## src/rtl/wb_interconnect_n.sv

```systemverilog
// wb_interconnect_n
//   Single-master, N-slave Wishbone interconnect. The slave index is taken
//   from m0_wb_adr_i[SEL_LSB +: SEL_W]. The request is registered toward
//   exactly one slave lane and held until that slave acks. The response is
//   then returned to the master as a registered one-cycle ack. An unmapped
//   index is terminated with ack+err and data 32'hDEAD_0000.
//
//   Optional feature macro: WB_IC_TIMEOUT_EN. When it is defined, a stalled
//   slave is cut off after TIMEOUT_CYC cycles in WAIT. The master then gets
//   ack+err with data 32'hDEAD_0001.
//
//   Ports
//     clk_i, rst                     clock, async active-high reset
//     m0_wb_*_i / m0_wb_*_o          master side (dat/adr/sel/we/cyc/stb in,
//                                    dat/ack/err out)
//     s_wb_dat_i, s_wb_ack_i         flattened slave responses, lane k = slave k
//     s_wb_dat/adr/sel/we/cyc/stb_o  flattened registered slave requests
module wb_interconnect_n #(
  parameter int NUM_SLAVES  = 4,
  parameter int SEL_LSB     = 12,
  parameter int SEL_W       = 2,
  parameter int SLV_ADR_W   = 9,
  parameter int TIMEOUT_CYC = 255
) (
  input  logic                            clk_i,
  input  logic                            rst,
  input  logic [31:0]                     m0_wb_dat_i,
  input  logic [31:0]                     m0_wb_adr_i,
  input  logic [3:0]                      m0_wb_sel_i,
  input  logic                            m0_wb_we_i,
  input  logic                            m0_wb_cyc_i,
  input  logic                            m0_wb_stb_i,
  output logic [31:0]                     m0_wb_dat_o,
  output logic                            m0_wb_ack_o,
  output logic                            m0_wb_err_o,
  input  logic [NUM_SLAVES*32-1:0]        s_wb_dat_i,
  input  logic [NUM_SLAVES-1:0]           s_wb_ack_i,
  output logic [NUM_SLAVES*32-1:0]        s_wb_dat_o,
  output logic [NUM_SLAVES*SLV_ADR_W-1:0] s_wb_adr_o,
  output logic [NUM_SLAVES*4-1:0]         s_wb_sel_o,
  output logic [NUM_SLAVES-1:0]           s_wb_we_o,
  output logic [NUM_SLAVES-1:0]           s_wb_cyc_o,
  output logic [NUM_SLAVES-1:0]           s_wb_stb_o
);

  localparam logic [31:0] DAT_UNMAPPED = 32'hDEAD_0000;

  typedef enum logic [1:0] {ST_IDLE, ST_WAIT, ST_RESP} state_t;

  state_t                          state_q;
  logic [SEL_W-1:0]                idx_q;
  logic [NUM_SLAVES*32-1:0]        s_dat_q;
  logic [NUM_SLAVES*SLV_ADR_W-1:0] s_adr_q;
  logic [NUM_SLAVES*4-1:0]         s_sel_q;
  logic [NUM_SLAVES-1:0]           s_we_q;
  logic [NUM_SLAVES-1:0]           s_cyc_q;
  logic [NUM_SLAVES-1:0]           s_stb_q;
  logic [31:0]                     m0_dat_q;
  logic                            m0_ack_q;
  logic                            m0_err_q;

  // Decode of the incoming request and of the selected slave's response.
  logic [SEL_W-1:0] idx_d;
  logic             mapped_d;
  logic             ack_hit_d;
  logic [31:0]      rdat_d;

  assign idx_d    = m0_wb_adr_i[SEL_LSB +: SEL_W];
  assign mapped_d = (32'(idx_d) < 32'(NUM_SLAVES));

  // Only the selected lane's ack/data matter; all other acks are ignored.
  always_comb begin
    ack_hit_d = 1'b0;
    rdat_d    = '0;
    for (int k = 0; k < NUM_SLAVES; k++) begin
      if (idx_q == SEL_W'(k)) begin
        ack_hit_d = s_wb_ack_i[k];
        rdat_d    = s_wb_dat_i[k*32 +: 32];
      end
    end
  end

  // Address bits outside the slave word address are intentionally unused.
  logic unused_adr;
  assign unused_adr = ^{m0_wb_adr_i[1:0], m0_wb_adr_i[31:SLV_ADR_W+2]};

`ifdef WB_IC_TIMEOUT_EN
  localparam logic [31:0] DAT_TIMEOUT = 32'hDEAD_0001;

  logic [15:0] tmo_cnt_q;
  logic [15:0] tmo_cnt_d;
  logic        tmo_fire_d;

  // Saturating increment; the counter never wraps.
  assign tmo_cnt_d  = (tmo_cnt_q == 16'hFFFF) ? tmo_cnt_q : tmo_cnt_q + 16'd1;
  assign tmo_fire_d = (tmo_cnt_d >= 16'(TIMEOUT_CYC));

  // WAIT is only entered from IDLE, so clearing in IDLE gives 0 on WAIT entry.
  always_ff @(posedge clk_i or posedge rst) begin
    if (rst) begin
      tmo_cnt_q <= '0;
    end else if (state_q == ST_IDLE) begin
      tmo_cnt_q <= '0;
    end else if (state_q == ST_WAIT) begin
      tmo_cnt_q <= tmo_cnt_d;
    end
  end
`else
  logic [15:0] unused_tmo;
  assign unused_tmo = 16'(TIMEOUT_CYC);
`endif

  always_ff @(posedge clk_i or posedge rst) begin
    if (rst) begin
      state_q  <= ST_IDLE;
      idx_q    <= '0;
      s_dat_q  <= '0;
      s_adr_q  <= '0;
      s_sel_q  <= '0;
      s_we_q   <= '0;
      s_cyc_q  <= '0;
      s_stb_q  <= '0;
      m0_dat_q <= '0;
      m0_ack_q <= 1'b0;
      m0_err_q <= 1'b0;
    end else begin
      // Master response is a single-cycle pulse unless set below.
      m0_ack_q <= 1'b0;
      m0_err_q <= 1'b0;
      m0_dat_q <= '0;
      case (state_q)
        ST_IDLE: begin
          if (m0_wb_cyc_i && m0_wb_stb_i) begin
            idx_q <= idx_d;
            if (mapped_d) begin
              // All lanes are zero in IDLE, so only the selected lane is loaded.
              for (int k = 0; k < NUM_SLAVES; k++) begin
                if (idx_d == SEL_W'(k)) begin
                  s_dat_q[k*32 +: 32]               <= m0_wb_dat_i;
                  s_adr_q[k*SLV_ADR_W +: SLV_ADR_W] <= m0_wb_adr_i[SLV_ADR_W+1:2];
                  s_sel_q[k*4 +: 4]                 <= m0_wb_sel_i;
                  s_we_q[k]                         <= m0_wb_we_i;
                  s_cyc_q[k]                        <= 1'b1;
                  s_stb_q[k]                        <= 1'b1;
                end
              end
              state_q <= ST_WAIT;
            end else begin
              m0_ack_q <= 1'b1;
              m0_err_q <= 1'b1;
              m0_dat_q <= DAT_UNMAPPED;
              state_q  <= ST_RESP;
            end
          end
        end
        ST_WAIT: begin
          // An abort by the master takes priority; no ack is returned for it.
          if (!m0_wb_cyc_i) begin
            s_dat_q <= '0;
            s_adr_q <= '0;
            s_sel_q <= '0;
            s_we_q  <= '0;
            s_cyc_q <= '0;
            s_stb_q <= '0;
            state_q <= ST_IDLE;
          end else if (ack_hit_d) begin
            s_dat_q  <= '0;
            s_adr_q  <= '0;
            s_sel_q  <= '0;
            s_we_q   <= '0;
            s_cyc_q  <= '0;
            s_stb_q  <= '0;
            m0_ack_q <= 1'b1;
            m0_dat_q <= rdat_d;
            state_q  <= ST_RESP;
          end
`ifdef WB_IC_TIMEOUT_EN
          else if (tmo_fire_d) begin
            s_dat_q  <= '0;
            s_adr_q  <= '0;
            s_sel_q  <= '0;
            s_we_q   <= '0;
            s_cyc_q  <= '0;
            s_stb_q  <= '0;
            m0_ack_q <= 1'b1;
            m0_err_q <= 1'b1;
            m0_dat_q <= DAT_TIMEOUT;
            state_q  <= ST_RESP;
          end
`endif
        end
        ST_RESP: begin
          state_q <= ST_IDLE;
        end
        default: begin
          state_q <= ST_IDLE;
        end
      endcase
    end
  end

  assign m0_wb_dat_o = m0_dat_q;
  assign m0_wb_ack_o = m0_ack_q;
  assign m0_wb_err_o = m0_err_q;
  assign s_wb_dat_o  = s_dat_q;
  assign s_wb_adr_o  = s_adr_q;
  assign s_wb_sel_o  = s_sel_q;
  assign s_wb_we_o   = s_we_q;
  assign s_wb_cyc_o  = s_cyc_q;
  assign s_wb_stb_o  = s_stb_q;

endmodule
```

## config.mk

```make
export PLATFORM = sky130hd
export DESIGN_NAME = wb_interconnect_n
export DESIGN_NICKNAME = d
export VERILOG_FILES = /design/src/rtl/wb_interconnect_n.sv
export SDC_FILE = /design/constraint.sdc
export NUM_CORES = 1
export LEC_CHECK = 0
export ABC_AREA = 0
export ABC_CLOCK_PERIOD_IN_PS = 14800
export CAP_MARGIN = 25
export CORE_AREA = 4 4 163 165
export CTS_BUF_LIST = sky130_fd_sc_hd__clkbuf_16
export CTS_CLUSTER_DIAMETER = 200
export CTS_CLUSTER_SIZE = 8
export DETAILED_ROUTE_END_ITERATION = 10
export DIE_AREA = 0 0 167 169
export DONT_BUFFER_PORTS = 1
export GPL_ROUTABILITY_DRIVEN = 0
export PLACE_DENSITY = 0.58
export SLEW_MARGIN = 30
export SYNTH_ARGS = -nofsm -noshare
export SYNTH_HDL_FRONTEND = slang
export SYNTH_SLANG_ARGS = --single-unit
export TNS_END_PERCENT = 30
```

## constraint.sdc

```tcl
create_clock -name clk_i -period 14.8 [get_ports clk_i]
set_clock_uncertainty 0.05 [all_clocks]
set_input_delay 1.48 -clock clk_i [delete_from_list [all_inputs] [get_ports clk_i]]
set_output_delay 1.48 -clock clk_i [all_outputs]
set_load 0.01 [all_outputs]
```

==> results.toml, run 1 <==
[global_route]
grt_max_degree = 189
grt_overflow = 0
grt_usage_pct = 26.1
antenna_found_initial = 9
grt_pass1_vias = 8937
grt_pass1_wl_mm = 59.2

[flow_run]
drv_cap = 0

[sta]
max_freq_mhz = 324
tns_ns = 0
slew_headroom_pct = 34.2
rsz0062_at_grt = "no"
finalHoldViolations = 0
worst_pin_slew_ns = 0.985
finalCriticalPeriod_ns = 3.08
finalSetupViolCount = 0
finalCritPeriodShare_pct = 20.8
setup_ws_ns = 11.72
slew_viol_final = 0

[logic_synthesis]
yosys_warnings = 0
synth_nets = 1279
synth_compound_area_share_pct = 31.4
synthAdderAreaFrac_pct = 0
synth_seq_area_share_pct = 49.5
synth_area_leader_cell = "dfrtp_1"
synthSimpleGateAreaFrac_pct = 5.57
muxShareOfSynthArea_pct = 6.96
synth_cells = 1074
synth.distinct_cells = 31
yosys_register_bits = 225
synth_top_family_by_area = "compound AO/OA/AOI/OAI gates"
synth_area_leaders = "dfrtp_1, a32oi_1, o21ai_0"
synth_top_area_share_pct = 49.5
synthXorXnorAreaFrac_pct = 0
synth.avg_cell_area_um2 = 10.6
syn_area_mm2 = 0.0114

[detailed_routing]
vias_per_cell = 7.14
ant_nets = 0
drc = 0
drt-initial-drc-count = 944
first_pass_iters = 5
wl_per_cell_um = 29.8
vias = 9440
wirelength_mm = 39.4

[clocking]
htree_levels = 2
clock_latency_ns = 0.49
cts.sinks = 225
cts_setup_buffers = 0
cts_tree = "done"
ctsHoldBuffers = 0
ctsRootBufferMaster = "clkbuf_16"
cts_buffers = 34
cts_buffer_depth = 3
cts-resized-gates = 0
path_clk_slew_ns = 0.05

[setup_path]
rr_startpoint = "idx_q[0]$_DFFE_PP0P_"
cp.arrival_ns = 3.37
cp-end-kind = "flip-flop"
crit_path_end = "s_wb_dat_o[27]$_DFFE_PP0P_"
crit_path_start_kind = "flip-flop"
r2r-end = "s_wb_dat_o[27]$_DFFE_PP0P_"
critPathRequiredTime_ns = 15.08
reg2reg_depth = 6
ff2ff_setup_slack_ns = 11.72
critPathLaunch = "idx_q[0]$_DFFE_PP0P_"
cp_max_fo = 98
crit_type = "flip-flop to flip-flop"

[pwr]
pwr-share-seq_pct = 46.9
leakagePower_nw = 4.66
p_sw_mw = 0.603
p_int_mw = 1.24
share_comb_of_total_power_pct = 16.1
sw_frac_of_total_pct = 32.7
ir_drop_uv = 81.2
p_per_area_mw_per_mm2 = 151
power.clock.fraction_pct = 37.0

[cells_and_area]
final_cell_mix = "o21ai_0, dfrtp_1, a32oi_1"
drive_gt1_share_pct = 11.0
areaGrowthSynthToFinish_pct = 7.43
fin_nets = 1184
layout_commonest_cell = "o21ai_0"

[floorplan]
dieWidth_um = 167
die_area_mm2 = 0.0282
io_pins = 431
core_region_area_mm2 = 0.0250
die_h_um = 169
start_util_pct = 45.5
num_rows = 58

[place]
hpwlAfterDp_mm = 24.0
post-place-ws_ns = 10.79
port_buffers = 0

[min_path]
holdCritPathClass = "flip-flop to flip-flop"

[outcome]
run_status = "finished, final reports clean"
[worst max-delay path, cell delays in order, from the launching register on]
cell,delay [ns]
dfrtp_2,0.33
buf_4,0.53
mux2_4,0.28
o221a_4,0.19
buf_6,0.51
buf_6,0.66
o21ai_0,0.22
[state kept, by name, indices dropped and copies added, names as in the netlist, 4 cells and up]
register,count
s_wb_we_o,4
s_wb_sel_o,16
s_wb_adr_o,36
m0_wb_dat_o,32
s_wb_dat_o,128
[per-stage QoR]
stage / power [mW] / util [%] / hold WS, ns / std cells / instance area (um2)
2_1_floorplan: 1.09 / - / 0.487 / 1074 / 11400
3_3_place_gp: 1.16 / 44.9 / 0.513 / 1272 / 11300
3_5_place_dp: 1.17 / 45.1 / 0.528 / 1273 / 11300
4_1_cts: 1.86 / 48.7 / 0.537 / 1314 / 12200
5_1_grt: 1.93 / 48.8 / 0.550 / 1322 / 12200
6_report: 1.85 / 48.8 / 0.533 / 1322 / 12200
[worst min-delay path by stage]
| stage | startpoint | to | slack (ns) | cells after the start |
|---|---|---|---|---|
| 2_1_floorplan | s_wb_adr_o[0]$_DFFE_PP0P_ | s_wb_adr_o[0]$_DFFE_PP0P_ | 0.49 | 2 |
| 3_3_place_gp | s_wb_dat_o[63]$_DFFE_PP0P_ | s_wb_dat_o[63]$_DFFE_PP0P_ | 0.51 | 2 |
| 3_5_place_dp | s_wb_dat_o[12]$_DFFE_PP0P_ | s_wb_dat_o[12]$_DFFE_PP0P_ | 0.53 | 2 |
| 4_1_cts | s_wb_sel_o[0]$_DFFE_PP0P_ | s_wb_sel_o[0]$_DFFE_PP0P_ | 0.54 | 2 |
| 5_1_grt | s_wb_dat_o[96]$_DFFE_PP0P_ | s_wb_dat_o[96]$_DFFE_PP0P_ | 0.55 | 2 |
| 6_report | s_wb_dat_o[18]$_DFFE_PP0P_ | s_wb_dat_o[18]$_DFFE_PP0P_ | 0.53 | 2 |
[area by class of cell]
cell class / instances / area [um2]
Fill cell: 2272 / 12800
Clock buffer: 35 / 876
Inverter: 8 / 40.0
Multi-Input combinational cell: 692 / 5030
Clock inverter: 6 / 32.5
Sequential cell: 225 / 5640
Timing Repair Buffer: 18 / 174
Antenna cell: 8 / 20.0
Tap cell: 330 / 413
[cells in the mapped netlist]
cell type and number:
o21ai_0 252, dfrtp_1 225, a32oi_1 184, o21ai_1 111
clkbuf_1 99, nor3b_1 46, mux4_2 33, nor2b_1 33
buf_2 24, buf_6 15, inv_1 8, o21ai_2 8
buf_1 6, nand2_1 6, buf_4 5, o31a_1 3
mux2_2 2, and3b_1 1, and4b_1 1, conb_1 1
mux2_1 1, mux2_4 1, nand2b_1 1, nand3_1 1
nand4b_1 1, nand4bb_1 1, nor4bb_1 1, o211a_1 1
o21bai_1 1, o221a_4 1, o31ai_1 1
[layer usage]
layer | routed length [um] | track usage, %
met1 | 14900 | 33.1
met2 | 19300 | 42.0
met3 | 3720 | 8.80
met4 | 1510 | 9.50
met5 | 13 | 0
[power by group through the flow]
stage	Sequential [mW]	Clock, mW	Combinational [mW]
after CTS	0.866	0.695	0.299
after global placement	0.871	0	0.291
after global routing	0.877	0.723	0.332
final	0.866	0.682	0.298
after floorplan	0.821	0	0.268
after detailed placement	0.875	0	0.299
[logic make-up after synthesis]
logic type             Yosys count
AOI/OAI and AO/OA              562
DFF                            225
buffers and inverters          157
and+or+nand+nor                 92
muxes                           37
other                            1
Power figures use the tool's default switching activity.
==> run 2: changes to the inputs <==
ABC_CLOCK_PERIOD_IN_PS = 2800   (was 14800)
PLACE_DENSITY = 0.6   (was 0.58)
clock period = 2.8 ns   (was 14.8 ns; I/O delays follow)
==> run 2 against run 1 <==
Sequential share of layout area is 2.2 points lower. Cell area increased by 5.0%. Hold slack got worse by 0.50 ns. Clock-buffer cell count unchanged.
==> results.toml, run 2 (synthesis gave the netlist of run 1 again) <==
[outcome]
run_status = "finished, final reports clean"

[detailed_routing]
wl_per_cell_um = 29.6
vias_per_cell = 7.00
wirelength_mm = 40.7
drt-initial-drc-count = 987
drc = 0
ant_nets = 0
vias = 9652
first_pass_iters = 5

[min_path]
hp-start = "m0_wb_adr_i[12]"
hold_path_depth = 2
worstHoldEndpoint = "s_wb_adr_o[20]$_DFFE_PP0P_"
holdCritPathClass = "primary input to flip-flop"

[cells_and_area]
fin_nets = 1234
layout_commonest_cell = "o21ai_0"
multiInputGateArea_mm2 = 0.00503
areaGrowthSynthToFinish_pct = 12.8
final_cells = 1378
final_cell_area_mm2 = 0.0128
drive_gt1_share_pct = 12.6
n_fill_cell = 2226
seq_area_mm2 = 0.00564
largest_reg_flops = 128
final_cell_mix = "o21ai_0, dfrtp_1, a32oi_1"
final_core_util_pct = 51.3

[global_route]
grt_pass1_vias = 9396
grt_pass1_wl_mm = 61.5
grt_max_degree = 160
grt_usage_pct = 27.3
met2_usage_pct = 43.8
use_met3_pct = 9.55
use_met1_pct = 34.4
grt_overflow = 0
antenna_found_initial = 14
busiest_layer = "met2"

[floorplan]
num_rows = 58
start_util_pct = 45.5
dieWidth_um = 167
io_pins = 431
die_area_mm2 = 0.0282
die_h_um = 169
core_region_area_mm2 = 0.0250

[sta]
finalCritPeriodShare_pct = 95.9
finalSetupViolCount = 0
max_freq_mhz = 373
slew_viol_final = 0
slew_headroom_pct = 36.1
timing.hold.ws_ns = 0.0280
worst_pin_slew_ns = 0.956
rsz0062_at_grt = "no"
finalHoldViolations = 0
setup_ws_ns = 0.116
tns_ns = 0
finalCriticalPeriod_ns = 2.68

[place]
hpwlAfterDp_mm = 25.5
placed_cells = 1294
port_buffers = 0
postPlaceCellArea_mm2 = 0.0116
post-place-ws_ns = 0.563

[pwr]
pwr-share-seq_pct = 46.8
p_per_area_mw_per_mm2 = 770
power.total_mw = 9.89
p_sw_mw = 3.24
p_int_mw = 6.65
sw_frac_of_total_pct = 32.8
leakagePower_nw = 4.87
share_comb_of_total_power_pct = 16.8
ir_drop_uv = 517
power.clock.fraction_pct = 36.3

[setup_path]
cp-end-kind = "flip-flop"
cp_max_fo = 47
ff2ff_setup_slack_ns = 0.12
crit_path_start_kind = "flip-flop"
crit_type = "flip-flop to flip-flop"
cp.arrival_ns = 3.04
critPathLaunch = "state_q[0]$_DFFE_PP0P_"
path_cells = "buf_4, nor4bb_4, buf_12, a32oi_1, dlygate4sd3_1, o21ai_1"
critPathBufInv = 3
critPathSlowestCell = "dlygate4sd3_1"
crit_family = "buffers and inverters"
rr_startpoint = "state_q[0]$_DFFE_PP0P_"
reg2reg_depth = 6
r2r-end = "s_wb_dat_o[57]$_DFFE_PP0P_"
critPathRequiredTime_ns = 3.16
slowest_delay_ns = 0.60

[clocking]
clock_latency_ns = 0.50
cts_tree = "done"
ctsRootBufferMaster = "clkbuf_16"
cts_buffer_depth = 3
cts_setup_buffers = 0
htree_levels = 2
path_clk_slew_ns = 0.06
cts.sinks = 225
cts_buffers = 34

[flow_run]
drv_cap = 0
-- run 2: what timing repair did --
item | 4_1_cts | 5_1_grt
setup endpoints to repair | 0 | 1
resized for setup | 0 | 0
hold endpoints to repair | 252 | 0
hold buffers | 29 | 0
-- run 2: worst max path at each step --
stage / depth (start not counted) / slack [ns] / end
4_1_cts: 6 / 0.12 / s_wb_dat_o[57]$_DFFE_PP0P_
3_5_place_dp: 4 / 0.56 / s_wb_sel_o[4]$_DFFE_PP0P_
5_1_grt: 6 / 0.02 / s_wb_sel_o[7]$_DFFE_PP0P_
6_report: 6 / 0.12 / s_wb_dat_o[57]$_DFFE_PP0P_
2_1_floorplan: 1 / -0.47 / idx_q[0]$_DFFE_PP0P_
3_3_place_gp: 4 / 0.55 / s_wb_sel_o[7]$_DFFE_PP0P_
-- run 2: power groups by stage --
| stage | clock network, mW | registers [mW] | logic [mW] |
|---|---|---|---|
| floorplan | 0 | 4.34 | 1.42 |
| global placement | 0 | 4.66 | 1.57 |
| detailed placement | 0 | 4.67 | 1.61 |
| CTS | 3.67 | 4.63 | 1.67 |
| global route | 3.80 | 4.70 | 1.85 |
| finish | 3.59 | 4.63 | 1.66 |
-- run 2: layer usage --
layer / vias up / share of wire [%]
met1: 4916 / 37
met3: 100 / 10
li1: 4124 / -
met2: 510 / 49
met4: 2 / 3.9
met5: - / 0.032
-- run 2: final cells by class --
type	instances	share of cell area, %
flip-flops and latches	225	43.9
multi-input cells	692	39.2
clock buffers	35	6.82
repair buffers	68	6.04
well taps	330	3.22
diodes	15	0.292
inverters	8	0.283
clock inverters	5	0.224
==> run 3: changes to the inputs <==
CAP_MARGIN = 20   (was 25)
TNS_END_PERCENT = 10   (was 30)
==> results of run 3 <==
The final DEF is identical to that of run 2; final timing and power are the same.
